==> config.mk <==
export PLATFORM = sky130hd
export DESIGN_NAME = divider_block_16
export DESIGN_NICKNAME = d
export VERILOG_FILES = /design/src/rtl/softmax_pkg.sv /design/src/rtl/div_unit_16.sv /design/src/rtl/divider_block_16.sv
export SDC_FILE = /design/constraint.sdc
export NUM_CORES = 1
export LEC_CHECK = 0
export CELL_PAD_IN_SITES_DETAIL_PLACEMENT = 1
export CELL_PAD_IN_SITES_GLOBAL_PLACEMENT = 1
export CORE_UTILIZATION = 46
export CTS_CLUSTER_DIAMETER = 200
export DETAILED_ROUTE_END_ITERATION = 8
export GPL_ROUTABILITY_DRIVEN = 0
export PLACE_DENSITY_LB_ADDON = 0.1
export SKIP_CTS_REPAIR_TIMING = 1
export SLEW_MARGIN = 10
export SYNTH_ARGS = -nofsm -noshare
export SYNTH_HDL_FRONTEND = slang
export SYNTH_SLANG_ARGS = --single-unit
==> constraint.sdc <==
create_clock -name clock_i -period 3.7 [get_ports clock_i]
set_input_delay 0.74 -clock clock_i [delete_from_list [all_inputs] [get_ports clock_i]]
set_output_delay 0.74 -clock clock_i [all_outputs]
set_load 0.005 [all_outputs]
==> src/rtl/softmax_pkg.sv <==
// Shared types and constants for the softmax normalisation stage.
// Fixed-point formats: exponent Q4.12, sum Q8.8, probability Q1.15.
package softmax_pkg;

    localparam int DATA_W     = 16;
    localparam int NUM_DATA   = 10;

    localparam int EXP_FRAC   = 12;
    localparam int SUM_FRAC   = 8;
    localparam int OUT_FRAC   = 15;

    // Q4.12 / Q8.8 -> Q1.15 needs the dividend pre-shifted by 11
    localparam int DIV_SHIFT  = OUT_FRAC - EXP_FRAC + SUM_FRAC;
    localparam int DIVIDEND_W = DATA_W + DIV_SHIFT;
    localparam int QUO_W      = DATA_W;
    localparam int REM_W      = DATA_W + 1;

    localparam logic [DATA_W-1:0] SAT_VALUE = 16'hFFFF;

    typedef enum logic [2:0] {
        ST_LOAD,
        ST_PREP,
        ST_ITER,
        ST_OUT,
        ST_DONE
    } state_e;

    // Quotient fits in QUO_W bits only while e < s * 2^(QUO_W - DIV_SHIFT)
    function automatic logic quotient_overflows(
        input logic [DATA_W-1:0] e,
        input logic [DATA_W-1:0] s
    );
        return (e >> (DATA_W - DIV_SHIFT)) >= s;
    endfunction

endpackage

==> src/rtl/div_unit_16.sv <==
// Sequential restoring divider: one quotient bit per cycle, MSB first.
// Caller guarantees dividend[26:16] < divisor so the quotient fits 16 bits.
module div_unit_16
    import softmax_pkg::*;
(
    input  logic                  clk_i,
    input  logic                  rst_i,
    input  logic                  start_i,
    input  logic [DIVIDEND_W-1:0] dividend_i,
    input  logic [DATA_W-1:0]     divisor_i,
    output logic                  busy_o,
    output logic                  done_o,
    output logic [QUO_W-1:0]      quotient_o
);

    localparam int          CNT_W = $clog2(QUO_W);
    localparam int          PAD_W = REM_W - (DIVIDEND_W - QUO_W);
    localparam logic [CNT_W-1:0] LAST = CNT_W'(QUO_W - 1);

    logic [REM_W-1:0]  rem_q, rem_d;
    logic [QUO_W-1:0]  low_q, low_d;
    logic [QUO_W-1:0]  quo_q, quo_d;
    logic [DATA_W-1:0] dvs_q, dvs_d;
    logic [CNT_W-1:0]  cnt_q, cnt_d;
    logic              busy_q, busy_d;

    logic [REM_W-1:0]  trial;
    logic [REM_W-1:0]  diff;
    logic              take;

    always_comb begin
        trial = {rem_q[REM_W-2:0], low_q[QUO_W-1]};
        diff  = trial - {1'b0, dvs_q};
        take  = rem_q[REM_W-1] | (trial >= {1'b0, dvs_q});

        rem_d  = rem_q;
        low_d  = low_q;
        quo_d  = quo_q;
        dvs_d  = dvs_q;
        cnt_d  = cnt_q;
        busy_d = busy_q;

        if (start_i) begin
            rem_d  = {{PAD_W{1'b0}}, dividend_i[DIVIDEND_W-1:QUO_W]};
            low_d  = dividend_i[QUO_W-1:0];
            dvs_d  = divisor_i;
            quo_d  = '0;
            cnt_d  = '0;
            busy_d = 1'b1;
        end else if (busy_q) begin
            rem_d = take ? diff : trial;
            low_d = {low_q[QUO_W-2:0], 1'b0};
            quo_d = {quo_q[QUO_W-2:0], take};
            cnt_d = cnt_q + CNT_W'(1);
            if (cnt_q == LAST) begin
                busy_d = 1'b0;
            end
        end
    end

    always_ff @(posedge clk_i or posedge rst_i) begin
        if (rst_i) begin
            rem_q  <= '0;
            low_q  <= '0;
            quo_q  <= '0;
            dvs_q  <= '0;
            cnt_q  <= '0;
            busy_q <= 1'b0;
        end else begin
            rem_q  <= rem_d;
            low_q  <= low_d;
            quo_q  <= quo_d;
            dvs_q  <= dvs_d;
            cnt_q  <= cnt_d;
            busy_q <= busy_d;
        end
    end

    // Final quotient is presented during the last iteration so the
    // caller can register it on the same edge the divider finishes.
    assign busy_o     = busy_q;
    assign done_o     = busy_q && (cnt_q == LAST);
    assign quotient_o = {quo_q[QUO_W-2:0], take};

endmodule

==> src/rtl/divider_block_16.sv <==
// Softmax normalisation: buffers exponents, waits for the sum, then
// streams exp/sum quotients in arrival order as Q1.15 probabilities.
module divider_block_16
    import softmax_pkg::*;
#(
    parameter int data_size      = DATA_W,
    parameter int number_of_data = NUM_DATA
) (
    input  logic                 clock_i,
    input  logic                 reset_i,
    input  logic [data_size-1:0] exp_data_i,
    input  logic                 exp_data_valid_i,
    input  logic [data_size-1:0] sum_data_i,
    input  logic                 sum_data_valid_i,
    input  logic                 softmax_ready_i,
    output logic [data_size-1:0] softmax_data_o,
    output logic                 softmax_data_valid_o,
    output logic                 softmax_done_o
);

    localparam int CNT_W = $clog2(number_of_data + 1);
    localparam logic [CNT_W-1:0] DEPTH = CNT_W'(number_of_data);

    state_e state_q, state_d;

    logic [data_size-1:0] buf_q [number_of_data];

    logic [CNT_W-1:0]     wr_cnt_q, wr_cnt_d;
    logic [CNT_W-1:0]     rd_cnt_q, rd_cnt_d;
    logic [CNT_W-1:0]     rd_cnt_inc;
    logic [data_size-1:0] sum_q, sum_d;
    logic [data_size-1:0] data_q, data_d;
    logic                 valid_q, valid_d;
    logic                 done_q, done_d;

    logic                 buf_we;
    logic [data_size-1:0] rd_word;
    logic                 sat;
    logic                 accept;

    logic                 div_start;
    logic                 div_busy;
    logic                 div_done;
    logic [QUO_W-1:0]     div_quo;

    assign rd_word    = buf_q[rd_cnt_q];
    assign sat        = quotient_overflows(rd_word, sum_q);
    assign rd_cnt_inc = rd_cnt_q + CNT_W'(1);
    assign accept     = (state_q == ST_OUT) && softmax_ready_i;
    assign buf_we     = (state_q == ST_LOAD) && exp_data_valid_i
                        && (wr_cnt_q != DEPTH);

    always_ff @(posedge clock_i or posedge reset_i) begin
        if (reset_i) begin
            state_q  <= ST_LOAD;
            wr_cnt_q <= '0;
            rd_cnt_q <= '0;
            sum_q    <= '0;
            data_q   <= '0;
            valid_q  <= 1'b0;
            done_q   <= 1'b0;
        end else begin
            state_q  <= state_d;
            wr_cnt_q <= wr_cnt_d;
            rd_cnt_q <= rd_cnt_d;
            sum_q    <= sum_d;
            data_q   <= data_d;
            valid_q  <= valid_d;
            done_q   <= done_d;
        end
    end

    // Buffer contents are don't-care after reset, so no reset here.
    always_ff @(posedge clock_i) begin
        if (buf_we) begin
            buf_q[wr_cnt_q] <= exp_data_i;
        end
    end

    always_comb begin
        state_d = state_q;
        unique case (state_q)
            ST_LOAD: begin
                if (sum_data_valid_i) begin
                    state_d = (wr_cnt_d == '0) ? ST_DONE : ST_PREP;
                end
            end
            ST_PREP: begin
                state_d = sat ? ST_OUT : ST_ITER;
            end
            ST_ITER: begin
                if (div_busy && div_done) begin
                    state_d = ST_OUT;
                end
            end
            ST_OUT: begin
                if (softmax_ready_i) begin
                    state_d = (rd_cnt_inc == wr_cnt_q) ? ST_DONE : ST_PREP;
                end
            end
            ST_DONE: begin
                state_d = ST_DONE;
            end
            default: begin
                state_d = ST_LOAD;
            end
        endcase
    end

    always_comb begin
        wr_cnt_d  = wr_cnt_q;
        rd_cnt_d  = rd_cnt_q;
        sum_d     = sum_q;
        data_d    = data_q;
        div_start = 1'b0;

        if (buf_we) begin
            wr_cnt_d = wr_cnt_q + CNT_W'(1);
        end
        if ((state_q == ST_LOAD) && sum_data_valid_i) begin
            sum_d = sum_data_i;
        end
        if (state_q == ST_PREP) begin
            if (sat) begin
                data_d = SAT_VALUE;
            end else begin
                div_start = 1'b1;
            end
        end
        if ((state_q == ST_ITER) && div_busy && div_done) begin
            data_d = div_quo;
        end
        if (accept) begin
            rd_cnt_d = rd_cnt_inc;
        end

        valid_d = (state_d == ST_OUT);
        done_d  = (state_d == ST_DONE);
    end

    div_unit_16 u_div (
        .clk_i      (clock_i),
        .rst_i      (reset_i),
        .start_i    (div_start),
        .dividend_i ({rd_word, {DIV_SHIFT{1'b0}}}),
        .divisor_i  (sum_q),
        .busy_o     (div_busy),
        .done_o     (div_done),
        .quotient_o (div_quo)
    );

    assign softmax_data_o       = data_q;
    assign softmax_data_valid_o = valid_q;
    assign softmax_done_o       = done_q;

endmodule

==> results.py <==
metrics = {
    "finish": {
        "fillerInstances": 2435,
        "area_growth_syn_to_layout_pct": 20.17,
        "final_nets": 1022,
        "drive_gt1_frac": 0.1869,
        "multiInputGateArea_mm2": 0.004193,
        "diodes": 0,
        "utilization": 0.5645,
        "seqCellArea_mm2": 0.007386,
        "fin_cells": 1304,
    },
    "synth": {
        "yosysMostFrequentCell": "edfxtp_1",
        "yosysSeqAreaShare": 0.6241,
        "synth_fa_ha_area_frac": 0.03660,
        "synthXorXnorAreaFrac": 0.01555,
        "ys_warn_count": 0,
        "ys_async_sr_fraction": 0.3916,
        "yosysTopAreaCell": "edfxtp_1",
        "synth_simple_gate_area_frac": 0.08113,
        "netlist_instances": 859,
        "synth_top_family_by_area": "multiplexers",
        "postSynthAreaPerCell_um2": 13.77,
        "synthTopCellsByCount": "edfxtp_1 (160), dfrtp_1 (103), nand2_1 (60)",
        "synth_ff_type": "edfxtp_1",
        "muxShareOfSynthArea": 0.1074,
        "synth_compound_area_frac": 0.1064,
        "syn_area_mm2": 0.01183,
        "synth_fp_nets": 930,
        "yosysUniqueCellTypes": 69,
        "synth_top_area_frac": 0.4062,
        "synth-edff-count": 160,
        "synthTopCellsByArea": "edfxtp_1 (41%), dfrtp_1 (22%), mux4_2 (6.1%)",
        "ys_seq_elements": 263,
    },
    "sta": {
        "layout_min_cycle_time_ps": 3647,
        "worst_pin_slew_ps": 886.5,
        "grt_setup_unrepaired": "true",
        "max_freq_mhz": 274.2,
        "setup_slack_ps": 52.76,
        "min_period_over_period": 0.9857,
        "maxSlewHeadroom": 0.4065,
        "tns_ps": 0,
        "skew_ps": 24.86,
        "slew_violations": 0,
        "hold_violations": 0,
        "setup_violations": 0,
    },
    "route": {
        "dr.pass1.iters": 4,
        "postRouteAntennaNets": 0,
        "drc_errors": 0,
        "routed_wl_um": 28190,
        "wl_per_cell_um": 21.62,
        "num_vias": 7363,
        "viasPerCell": 5.646,
        "drt_iter0_markers": 502,
    },
    "clock_tree": {
        "cts_max_level": 1,
        "cts_tree": "built",
        "cts_num_sinks": 263,
        "clk_pin_slew_ps": 60,
        "insertion_delay_ps": 570,
        "cts.path.max_buffers": 3,
        "root_buffer": "clkbuf_16",
        "cts_buffers": 29,
    },
    "critical_path": {
        "worst-setup-path-type": "reg2reg",
        "ff2ff_path_depth": 12,
        "cp-end-kind": "flop",
        "cp_max_fo": 7,
        "r2r_setup_slack_ps": 50,
        "required_ps": 4130,
        "crit_path_start_kind": "flop",
        "critPathArrivalTime_ps": 4080,
    },
    "placement": {
        "placedCellCount": 1235,
        "io_buffers": 54,
        "dp_hpwl_um": 18350,
        "place_ws_ps": -81.74,
    },
    "die": {
        "die_h_um": 162.4,
        "rows": 58,
        "io_pins": 55,
        "start_util": 0.4697,
        "dieArea_mm2": 0.02636,
        "core_area_mm2": 0.02518,
        "fp.dieW_um": 162.4,
    },
    "job": {
        "cap_viol_max_count": 0,
    },
    "grt": {
        "grt_pass1_wl_um": 43880,
        "grt_max_degree": 63,
        "grt_pass1_vias": 7930,
        "grt_usage": 0.2147,
        "overflow": 0,
        "antenna_found_initial": 0,
    },
    "power": {
        "powerDensity_mw_per_mm2": 927.4,
        "peakVddDrop_v": 0.0005110,
        "p_leak_uw": 0.005496,
    },
    "status": {
        "outcome": "finished clean",
    },
    "min_path": {
        "hold_path_depth": 1,
        "hold_class": "reg2reg",
    },
}
-- metrics by stage --
step / hold WS [ps] / area (µm²) / power, µW
after floorplan: 449.8 / 11840 / 8194
after global placement: 469.2 / 12970 / 9653
after detailed placement: 480.2 / 12970 / 9929
after CTS: 493.5 / 13940 / 12930
after global routing: 502.9 / 14210 / 14030
final: 489.1 / 14210 / 13180
-- worst max-delay path, stage by stage, from the launching register on --
cell	delay (ps)
dfrtp_2	470
buf_8	170
mux4_2	480
nor2b_1	150
a211oi_2	230
a21oi_2	80
ha_1	360
a211o_1	310
a2111o_1	450
a31oi_4	280
buf_12	190
nor3b_2	50
a221o_1	290
-- final cells by class --
cell class	instances	share of cell area
clock buffers	36	0.05580
clock inverters	18	0.01250
inverters	37	0.009946
multi-input cells	512	0.2950
flip-flops and latches	263	0.5196
well taps	330	0.02905
repair buffers	108	0.07816
-- cells in the final DEF, fill, tap and decap left out, types with 5 or more instances in the layout --
cell type / n
a211oi_1: 14
a211oi_2: 6
a21o_1: 12
a21oi_1: 31
a22o_1: 5
and2_1: 13
buf_12: 5
buf_4: 39
clkbuf_16: 33
clkdlybuf4s50_1: 54
clkinv_1: 5
clkinv_2: 8
dfrtp_1: 100
edfxtp_1: 160
ha_1: 33
inv_1: 36
mux2_2: 15
mux2i_1: 38
mux4_2: 32
nand2_1: 59
nand2b_1: 7
nand3_1: 6
nand4_1: 8
nor2_1: 49
nor2b_1: 17
nor3_1: 7
o211ai_1: 9
o21a_1: 7
o21ai_0: 38
o22a_1: 16
xnor2_1: 12
xor2_1: 9
-- final timing paths --
| path | start | end |
|---|---|---|
| hold / removal | softmax_data_o[7]$_DFFE_PP0P_ | softmax_data_o[7]$_DFFE_PP0P_ |
| max in group asynchronous | reset_i | u_div.dvs_q[4]$_DFFE_PP0P_ |
| hold reg to reg | softmax_data_o[7]$_DFFE_PP0P_ | softmax_data_o[7]$_DFFE_PP0P_ |
| min in group asynchronous | reset_i | softmax_done_o$_DFF_PP0_ |
| setup reg to reg | rd_cnt_q[0]$_DFFE_PP0P_ | u_div.rem_q[10]$_DFFE_PP0P_ |
| setup / recovery | rd_cnt_q[0]$_DFFE_PP0P_ | u_div.rem_q[10]$_DFFE_PP0P_ |
-- power breakdown --
part / internal (µW) / switching [µW]
registers: 3770 / 500
logic: 2860 / 3140
clock network: 1730 / 1180
-- sequential cells by signal (all words and copies together) (netlist names) --
| signal | cells |
|---|---|
| softmax_data_valid_o | 1 |
| u_div.rem_q | 17 |
| softmax_done_o | 1 |
| softmax_data_o | 16 |
| buf_q | 160 |
| u_div.low_q | 5 |
| state_q | 3 |
| rd_cnt_q | 4 |
| wr_cnt_q | 4 |
| sum_q | 16 |
| u_div.busy_o | 1 |
| u_div.quo_q | 15 |
| u_div.dvs_q | 16 |
| u_div.cnt_q | 4 |
-- per-layer routing --
metal,wire length (µm),part of all wire,vias to the layer above,GRT usage
met3,836,0.030,47,0.02878
met2,14880,0.53,118,0.3895
met5,0,0,-,0
met4,573,0.020,0,0.05189
met1,11900,0.42,3795,0.2705
li1,-,-,3403,-
-- cells by family after synthesis --
| logic type | count (synthesis) |
|---|---|
| xor+xnor | 21 |
| compound gates | 179 |
| flops | 263 |
| buf+inv | 84 |
| simple gates | 193 |
| fa+ha+maj | 34 |
| mux | 85 |
Power figures use the tool's default switching activity.
